`src/rtl/wb_pkg.sv`:
```
// Shared definitions for the single-master Wishbone interconnect:
// slave indices, default address map and outstanding-counter width.
package wb_pkg;

    typedef enum logic [1:0] {
        SLV_BOOTROM = 2'd0,
        SLV_RAM     = 2'd1,
        SLV_IO      = 2'd2,
        SLV_NONE    = 2'd3
    } slv_t;

    localparam int unsigned NUM_SLV = 3;

    localparam logic [31:0] DEF_S0_BASE = 32'hb000_0000;
    localparam logic [31:0] DEF_S0_MASK = 32'hffff_8000;
    localparam logic [31:0] DEF_S1_BASE = 32'hb000_8000;
    localparam logic [31:0] DEF_S1_MASK = 32'hffff_8000;
    localparam logic [31:0] DEF_S2_BASE = 32'hc000_0000;
    localparam logic [31:0] DEF_S2_MASK = 32'hffff_f000;

    localparam int unsigned OUTST_W = 2;

endpackage

```
`src/rtl/wb_addr_decode.sv`:
```
// Combinational address decoder: prioritised one-hot slave select,
// target index and in-slave offset (decode-mask bits cleared).
module wb_addr_decode
    import wb_pkg::*;
#(
    parameter logic [31:0] S0_BASE = DEF_S0_BASE,
    parameter logic [31:0] S0_MASK = DEF_S0_MASK,
    parameter logic [31:0] S1_BASE = DEF_S1_BASE,
    parameter logic [31:0] S1_MASK = DEF_S1_MASK,
    parameter logic [31:0] S2_BASE = DEF_S2_BASE,
    parameter logic [31:0] S2_MASK = DEF_S2_MASK
) (
    input  logic [31:0] addr,
    output logic [2:0]  sel,
    output slv_t        target,
    output logic [31:0] offset
);

    logic [NUM_SLV-1:0] hit;

    always_comb begin
        hit[0] = ((addr & S0_MASK) == S0_BASE);
        hit[1] = ((addr & S1_MASK) == S1_BASE);
        hit[2] = ((addr & S2_MASK) == S2_BASE);

        sel    = '0;
        target = SLV_NONE;
        offset = addr;
        // Overlapping windows resolve towards the lower slave index.
        if (hit[0]) begin
            sel    = 3'b001;
            target = SLV_BOOTROM;
            offset = addr & ~S0_MASK;
        end else if (hit[1]) begin
            sel    = 3'b010;
            target = SLV_RAM;
            offset = addr & ~S1_MASK;
        end else if (hit[2]) begin
            sel    = 3'b100;
            target = SLV_IO;
            offset = addr & ~S2_MASK;
        end
    end

endmodule

```
`src/rtl/wb_interconnect.sv`:
```
// Single-master, three-slave pipelined Wishbone router with owner tracking,
// unmapped-address and timeout bus errors.
module wb_interconnect
    import wb_pkg::*;
#(
    parameter logic [31:0] S0_BASE         = DEF_S0_BASE,
    parameter logic [31:0] S0_MASK         = DEF_S0_MASK,
    parameter logic [31:0] S1_BASE         = DEF_S1_BASE,
    parameter logic [31:0] S1_MASK         = DEF_S1_MASK,
    parameter logic [31:0] S2_BASE         = DEF_S2_BASE,
    parameter logic [31:0] S2_MASK         = DEF_S2_MASK,
    parameter int unsigned TIMEOUT         = 16,
    parameter int unsigned MAX_OUTSTANDING = 3
) (
    input  logic        clk,
    input  logic        reset,
    input  logic        i_wb_cyc,
    input  logic        i_wb_stb,
    input  logic        i_we,
    input  logic [31:0] i_addr,
    input  logic [31:0] i_data,
    output logic [31:0] o_data,
    output logic        o_wb_stall,
    output logic        o_wb_ack,
    output logic        o_wb_err,
    output logic        o_exception,
    output logic [31:0] o_s_addr,
    output logic [31:0] o_s_data,
    output logic        o_s_we,
    output logic [2:0]  o_s_cyc,
    output logic [2:0]  o_s_stb,
    input  logic [2:0]  i_s_stall,
    input  logic [2:0]  i_s_ack,
    input  logic [95:0] i_s_data
);

    localparam int unsigned TIMER_W = $clog2(TIMEOUT + 1);

    slv_t               owner_q, owner_d, target;
    logic [OUTST_W-1:0] outst_q, outst_d;
    logic [TIMER_W-1:0] timer_q, timer_d;
    logic               err_q, err_d;

    logic [2:0]  sel;
    logic [31:0] offset;
    logic [31:0] owner_rdata;
    logic        owner_ack_raw, owner_stall, target_stall;
    logic        local_stall, stall, owner_ack;
    logic        accept_map, accept_unmap, timeout_hit;

    wb_addr_decode #(
        .S0_BASE (S0_BASE),
        .S0_MASK (S0_MASK),
        .S1_BASE (S1_BASE),
        .S1_MASK (S1_MASK),
        .S2_BASE (S2_BASE),
        .S2_MASK (S2_MASK)
    ) u_decode (
        .addr   (i_addr),
        .sel    (sel),
        .target (target),
        .offset (offset)
    );

    always_ff @(posedge clk or posedge reset) begin
        if (reset) begin
            owner_q <= SLV_NONE;
            outst_q <= '0;
            timer_q <= '0;
            err_q   <= 1'b0;
        end else begin
            owner_q <= owner_d;
            outst_q <= outst_d;
            timer_q <= timer_d;
            err_q   <= err_d;
        end
    end

    always_comb begin
        owner_d = owner_q;
        outst_d = outst_q;
        timer_d = timer_q;
        err_d   = 1'b0;
        if (!i_wb_cyc) begin
            owner_d = SLV_NONE;
            outst_d = '0;
            timer_d = '0;
        end else if (timeout_hit) begin
            owner_d = SLV_NONE;
            outst_d = '0;
            timer_d = '0;
            err_d   = 1'b1;
        end else begin
            err_d   = accept_unmap;
            timer_d = (outst_q == '0 || owner_ack) ? '0 : timer_q + 1'b1;
            if (accept_map && !owner_ack) begin
                outst_d = outst_q + 1'b1;
                owner_d = target;
            end else if (!accept_map && owner_ack) begin
                outst_d = outst_q - 1'b1;
                if (outst_q == OUTST_W'(1))
                    owner_d = SLV_NONE;
            end else if (accept_map && owner_ack) begin
                owner_d = target;
            end
        end
    end

    always_comb begin
        owner_ack_raw = 1'b0;
        owner_stall   = 1'b0;
        owner_rdata   = '0;
        case (owner_q)
            SLV_BOOTROM: begin
                owner_ack_raw = i_s_ack[0];
                owner_stall   = i_s_stall[0];
                owner_rdata   = i_s_data[31:0];
            end
            SLV_RAM: begin
                owner_ack_raw = i_s_ack[1];
                owner_stall   = i_s_stall[1];
                owner_rdata   = i_s_data[63:32];
            end
            SLV_IO: begin
                owner_ack_raw = i_s_ack[2];
                owner_stall   = i_s_stall[2];
                owner_rdata   = i_s_data[95:64];
            end
            default: ;
        endcase

        // With nothing outstanding there is no owner, so the decoded slave's
        // own stall must hold the master off instead.
        case (target)
            SLV_BOOTROM: target_stall = i_s_stall[0];
            SLV_RAM:     target_stall = i_s_stall[1];
            SLV_IO:      target_stall = i_s_stall[2];
            default:     target_stall = 1'b0;
        endcase

        local_stall = (outst_q != '0 && target != owner_q)
                    || (outst_q == OUTST_W'(MAX_OUTSTANDING));
        stall       = local_stall || owner_stall || target_stall;

        owner_ack    = i_wb_cyc && owner_ack_raw && !err_q;
        accept_map   = i_wb_cyc && i_wb_stb && !stall && target != SLV_NONE;
        accept_unmap = i_wb_cyc && i_wb_stb && !stall && target == SLV_NONE;
        timeout_hit  = outst_q != '0 && !owner_ack
                    && timer_q == TIMER_W'(TIMEOUT - 1);

        o_wb_stall  = stall;
        o_wb_ack    = owner_ack;
        o_data      = owner_ack ? owner_rdata : '0;
        o_wb_err    = err_q;
        o_exception = err_q;

        o_s_addr = offset;
        o_s_data = i_data;
        o_s_we   = i_we;
        o_s_stb  = (i_wb_stb && !local_stall) ? sel : 3'b000;
        o_s_cyc[0] = i_wb_cyc && (owner_q == SLV_BOOTROM || sel[0]);
        o_s_cyc[1] = i_wb_cyc && (owner_q == SLV_RAM     || sel[1]);
        o_s_cyc[2] = i_wb_cyc && (owner_q == SLV_IO      || sel[2]);
    end

endmodule

```
`config.mk`:
```
export PLATFORM = sky130hd
export DESIGN_NAME = wb_interconnect
export DESIGN_NICKNAME = d
export VERILOG_FILES = /design/src/rtl/wb_pkg.sv /design/src/rtl/wb_addr_decode.sv /design/src/rtl/wb_interconnect.sv
export SDC_FILE = /design/constraint.sdc
export NUM_CORES = 1
export LEC_CHECK = 0
export ABC_CLOCK_PERIOD_IN_PS = 7100
export CORE_AREA = 2 2 108 110
export CTS_CLUSTER_DIAMETER = 150
export DETAILED_ROUTE_END_ITERATION = 8
export DIE_AREA = 0 0 110 112
export MAX_ROUTING_LAYER = met4
export PLACE_DENSITY = 0.77
export RECOVER_POWER = 50
export SETUP_SLACK_MARGIN = 0.4
export SLEW_MARGIN = 20
export SYNTH_ARGS = -nofsm -noshare
export SYNTH_HDL_FRONTEND = slang
export SYNTH_SLANG_ARGS = --single-unit
```
`constraint.sdc`:
```
create_clock -name clk -period 7.1 [get_ports clk]
set_clock_uncertainty 0.1 [all_clocks]
set_input_delay 2.13 -clock clk [delete_from_list [all_inputs] [get_ports clk]]
set_output_delay 2.13 -clock clk [all_outputs]
set_load 0.02 [all_outputs]
```
# After elaboration in Yosys (flattened, before gate mapping)
# Index checks and enable logic that the tools add are counted.
word_totals:
  regBits: 10
  inputBits: 171
  out_inout_bits: 107
op_classes:
  addsub: 3
  n_eq_ne: 16
  mux: 30
  reduce_logical: 33
op_table:
  columns: ["op", "n"]
  rows:
  - ["two-way mux 32 bit", 4]
  - ["case mux 32 bit (3 select lines)", 1]
  - ["equality test 17 bit (second input constant)", 2]
  - ["two-way mux 2 bit", 12]
  - ["equality test 20 bit (second input constant)", 1]
  - ["logical AND 1 bit", 16]
  - ["two-way mux 5 bit", 3]
  - ["two-way mux 3 bit", 4]
  - ["case mux 1 bit (3 select lines)", 3]
  - ["equality test 2 bit (second input constant)", 4]
  - ["logical OR 1 bit", 7]
  - ["equality test 2 x 1 -> 1 bit (second input constant)", 3]
  - ["logical NOT 2 bit", 3]
  - ["adder 5 x 1 -> 5 bit (second input constant)", 1]
  - ["equality test 5 x 4 -> 1 bit (second input constant)", 1]
  - ["logical NOT 1 bit", 5]
  - ["!= test 5 x 1 -> 1 bit (second input constant)", 1]
  - ["!= test 5 x 4 -> 1 bit (second input constant)", 1]
  - ["!= test 4 x 1 -> 1 bit (second input constant)", 1]
  - ["two-way mux 1 bit", 3]
  - ["adder 2 x 1 -> 2 bit (second input constant)", 1]
  - ["!= test 2 bit", 1]
  - ["!= test 2 bit (second input constant)", 1]
  - ["AND reduction 2 bit", 1]
  - ["2 further kinds", 2]

# Logic depth before layout (Yosys ltp)
depth:
  depth_word: 18
  depth_mapped: 12

# By module
# Synthesis repeated with hierarchy kept, for this count alone.
hier_totals:
  hier_cells: 315
  area_unflattened_um2: 2197.1
by_module_without_submodules:
  columns: ["mod", "n_inst", "cells_per_inst", "area_each_um2", "seq_area_each_um2"]
  rows:
  - ["wb_interconnect", 1, 267, 1879.3, 252.7]
  - ["wb_addr_decode", 1, 48, 317.8, 0.0]

# Worst setup path before layout
# OpenSTA, ideal clock, no wires.
synth_timing:
  path_kind: "input port to output port"
  startpoint: "input i_addr[16]"
  endpoint: "output o_s_stb[0]"
  arrival_time_ns: 3.589
  t_required_ns: 4.870
  setup_slack_ns: 1.281
  cell_stages: 5
  path_cell_list: "nor4_4 > nand4_4 > nor4_4 > o311ai_2 > nor3_1"
synth_between:
  elab_chain_cells: 10
  word_cells_on_any_way: 14
  cone_classes: "4 x eq/ne; 6 x mux; 4 x reduce/logical"
synth_lines:
  columns: ["element", "line", "rtl"]
  rows:
  - ["from (decl)", "wb_interconnect.sv:20", "input logic [31:0] i_addr,"]
  - ["equality test 20 bit", "wb_addr_decode.sv:24", "hit[2] = ((addr & S2_MASK) == S2_BASE);"]
  - ["two-way mux 1 bit", "wb_addr_decode.sv:38", "end else if (hit[2]) begin"]
  - ["two-way mux 2 bit", "wb_addr_decode.sv:34", "end else if (hit[1]) begin"]
  - ["two-way mux 2 bit", "wb_addr_decode.sv:30", "if (hit[0]) begin"]
  - ["!= test 2 bit", "wb_interconnect.sv:141", "local_stall = (outst_q != '0 && target != owner_q)"]
  - ["logical AND 1 bit", "wb_interconnect.sv:141", null]
  - ["logical OR 1 bit", "wb_interconnect.sv:142", "|| (outst_q == OUTST_W'(MAX_OUTSTANDING));"]
  - ["logical NOT 1 bit", "wb_interconnect.sv:160", "o_s_stb = (i_wb_stb && !local_stall) ? sel : 3'b000;"]
  - ["logical AND 1 bit", "wb_interconnect.sv:160", null]
  - ["two-way mux 3 bit *", "wb_interconnect.sv:160", null]
  - ["to (decl)", "wb_interconnect.sv:31", "output logic [2:0] o_s_stb,"]
# Every way passes the cells marked *; elsewhere a longest branch is shown, timed or not.

# Worst setup path in the final report
layout_timing:
  startpoint: "input i_wb_cyc"
  endpoint: "output o_wb_ack"
layout_between:
  elab_chain_cells: 2
layout_lines:
  columns: ["element", "line", "rtl"]
  rows:
  - ["from (decl)", "wb_interconnect.sv:17", "input logic i_wb_cyc,"]
  - ["logical AND 1 bit (2 in a row)", "wb_interconnect.sv:145", "owner_ack = i_wb_cyc && owner_ack_raw && !err_q;"]
  - ["to (decl)", "wb_interconnect.sv:24", "output logic o_wb_ack,"]
# Every way passes these cells.

==> results.yml <==
synth:
  syn_area_per_cell_um2: 7.03
  synthFlopType: "dfrtp_1"
  synth_top_area_share: 0.161
  syn_area_um2: 2240
  syn_inst: 318
  ys_ff_latch: 10
  syn-num-nets: 498
  yosysSeqAreaShare: 0.113
  yosys_warnings: 0
  synth_top_area_cell: "mux2i_1"
  synth_edf_count: 0
  ys_types: 48
  netlist_top_cells_area: "mux2i_1 (16%), buf_4 (15%), nor2_1 (14%)"
  synthArstFlopShare: 1.00
critical_path:
  crit_buf_inv: 5
  critical_path.max_fanout: 22
  required_ns: 4.87
  critPathLaunch: "i_wb_cyc"
  reg2reg_from: "owner_q[1]"
  cp_common_cell: "inv_1"
  crit_arrival_ns: 4.42
  end_kind: "primary output"
  criticalPathCategory: "in2out"
  crit_chain: "dlygate4sd3_1 > inv_1 > or3_1 > buf_4 > inv_1 > clkdlybuf4s50_1"
  critPathLaunchType: "primary input"
  crit_family: "buffers and inverters"
  max_stage_delay_ns: 0.65
  cpMaxStageDelayCell: "clkdlybuf4s50_1"
timing:
  setup_viol_count_final: 0
  fin_crit_ns: 6.65
  final.setup.worst_slack_ns: 0.452
  finalHoldViolations: 0
  rsz0062_at_grt: "false"
  fin_tns_setup_ns: 0
  tightest_slew_ns: 0.889
  slew_viol_final: 0
  relSlewSlack: 0.407
  fmax_mhz: 150
  post-route-period-util: 0.936
global_route:
  grt_antenna_before_repair: 0
  grt_overflow: 0
  grt_pass1_vias: 2697
  grt_usage: 0.147
  grt_max_degree: 41
  grt_pass1_wl_um: 13900
die:
  io_pins: 278
  initial_core_util: 0.200
  die_w_um: 110
  dieArea_um2: 12300
  die_height_um: 112
  core_um2: 11200
  rows: 39
power_and_ir_drop:
  vdd_drop_max_mv: 0.107
  seqPwrFrac: 0.202
  pwr-share-comb: 0.409
  leakagePower_nw: 1.75
  switching_share: 0.224
  p_int_mw: 0.223
  p_sw_mw: 0.0641
  power.total_mw: 0.287
  clock_power_share: 0.389
  powerDensity_nw_per_um2: 72.2
place:
  place.port_buffers: 187
  preCtsSetupSlack_ns: 0.138
  placed_cell_area_um2: 3830
  finalWeightedCongestion: 0.775
  dp_hpwl_um: 7560
hold_path:
  hold_path_class: "reg2reg"
  min_from: "timer_q[0]"
clock_tree:
  clockRootBuffer: "clkbuf_16"
  clk_pin_slew_ns: 0.04
  clk-insertion-delay-late_ns: 0.24
  numCtsBuffers: 3
  htreeDepth: 1
  cts_sinks: 10
  cts.hold.buffers_added: 0
  clk_path_buf_depth: 2
  cts_tree: "yes"
layout:
  fin_area_um2: 3970
  drive_gt1_frac: 0.0771
  layout_commonest_cell: "clkdlybuf4s50_1"
  fin_util: 0.355
  final_cell_mix: "clkdlybuf4s50_1 (177), nor2_1 (82), mux2i_1 (36), a21oi_1 (36), inv_1 (13)"
  fin_nets: 622
  syn2layout_area_growth_pct: 77.6
  n_antenna_cell: 0
detailed_routing:
  final_antenna_net_count: 0
  first_pass_iters: 4
  first_iter_violations: 130
  drc_errors: 0
  wl_per_cell_um: 16.0
  wl_um: 9340
  vias: 2657
  routed_via_density: 4.55
flow_run:
  cap_viol_max_count: 0
run_status:
  status: "finished clean"
-- cell usage after synthesis, types with 2 or more instances --
cell type  instances
nand2_1            3
buf_2              4
xor2_1             3
and2_1             2
mux2i_1           36
buf_1              2
a21oi_1           36
dfrtp_1            8
nor3_1             4
nand4_1            3
buf_4             46
ha_1               9
nor2_1            82
dfstp_2            2
nand2b_1           3
o22ai_1            2
clkbuf_1          23
inv_1             13
and2b_2            2
nor2b_1            3
nand3_1            2
nor4_4             4
-- cell families after synthesis --
kind of cell | synth area share
flip-flops | 0.113
AND/OR/NAND/NOR | 0.282
XOR/XNOR | 0.0157
buffers and inverters | 0.243
adder cells (fa/ha/maj) | 0.0504
multiplexers | 0.161
AO/OA/AOI/OAI | 0.134
-- registers in the layout, summed over array words and instances (netlist names) --
register / cells
outst_q: 2
timer_q: 5
o_exception: 1
owner_q: 2
-- power by group through the flow --
| stage | Sequential (mW) | Combinational [mW] | Clock (mW) |
|---|---|---|---|
| after floorplan | 0.0589 | 0.0656 | 0 |
| after global placement | 0.0587 | 0.114 | 0 |
| after detailed placement | 0.0587 | 0.116 | 0 |
| after CTS | 0.0580 | 0.118 | 0.113 |
| after global routing | 0.0579 | 0.124 | 0.117 |
| final | 0.0579 | 0.117 | 0.112 |
-- per-stage QoR --
step,instances,hold slack [ns]
6_report,584,0.356
5_1_grt,584,0.389
3_5_place_dp,575,0.357
4_1_cts,581,0.362
2_1_floorplan,318,0.333
3_3_place_gp,575,0.344
-- final cells by class --
type / count / area [um2]
Fill cell: 1132 / 7200
Multi-Input combinational cell: 217 / 1450
Sequential cell: 10 / 253
Inverter: 13 / 48.8
Timing Repair Buffer: 197 / 1950
Clock buffer: 4 / 88.8
Tap cell: 143 / 179
-- layer usage --
layer  share of wire  wire length (um)  global-route usage
met1            0.39              3600               0.162
met2            0.48              4500               0.248
met3            0.12              1100              0.0591
met4           0.015               142              0.0295
met5               0                 0                   -
-- repair_timing --
item | in CTS | in global routing
pin swaps | 2 | 6
setup endpoints to repair | 4 | 6
resized for setup | 4 | 7
setup buffers | 2 | 3
-- worst paths after layout --
path                               to  slack, ns  cells past startpoint
max                          o_wb_ack       0.45                      6
min                        timer_q[0]       0.36                      1
max reg2reg                owner_q[0]       3.59                     11
min reg2reg                timer_q[0]       0.36                      1
max in group asynchronous  owner_q[0]       4.36                      2
min in group asynchronous  timer_q[4]       2.22                      2
Power figures use the tool's default switching activity.
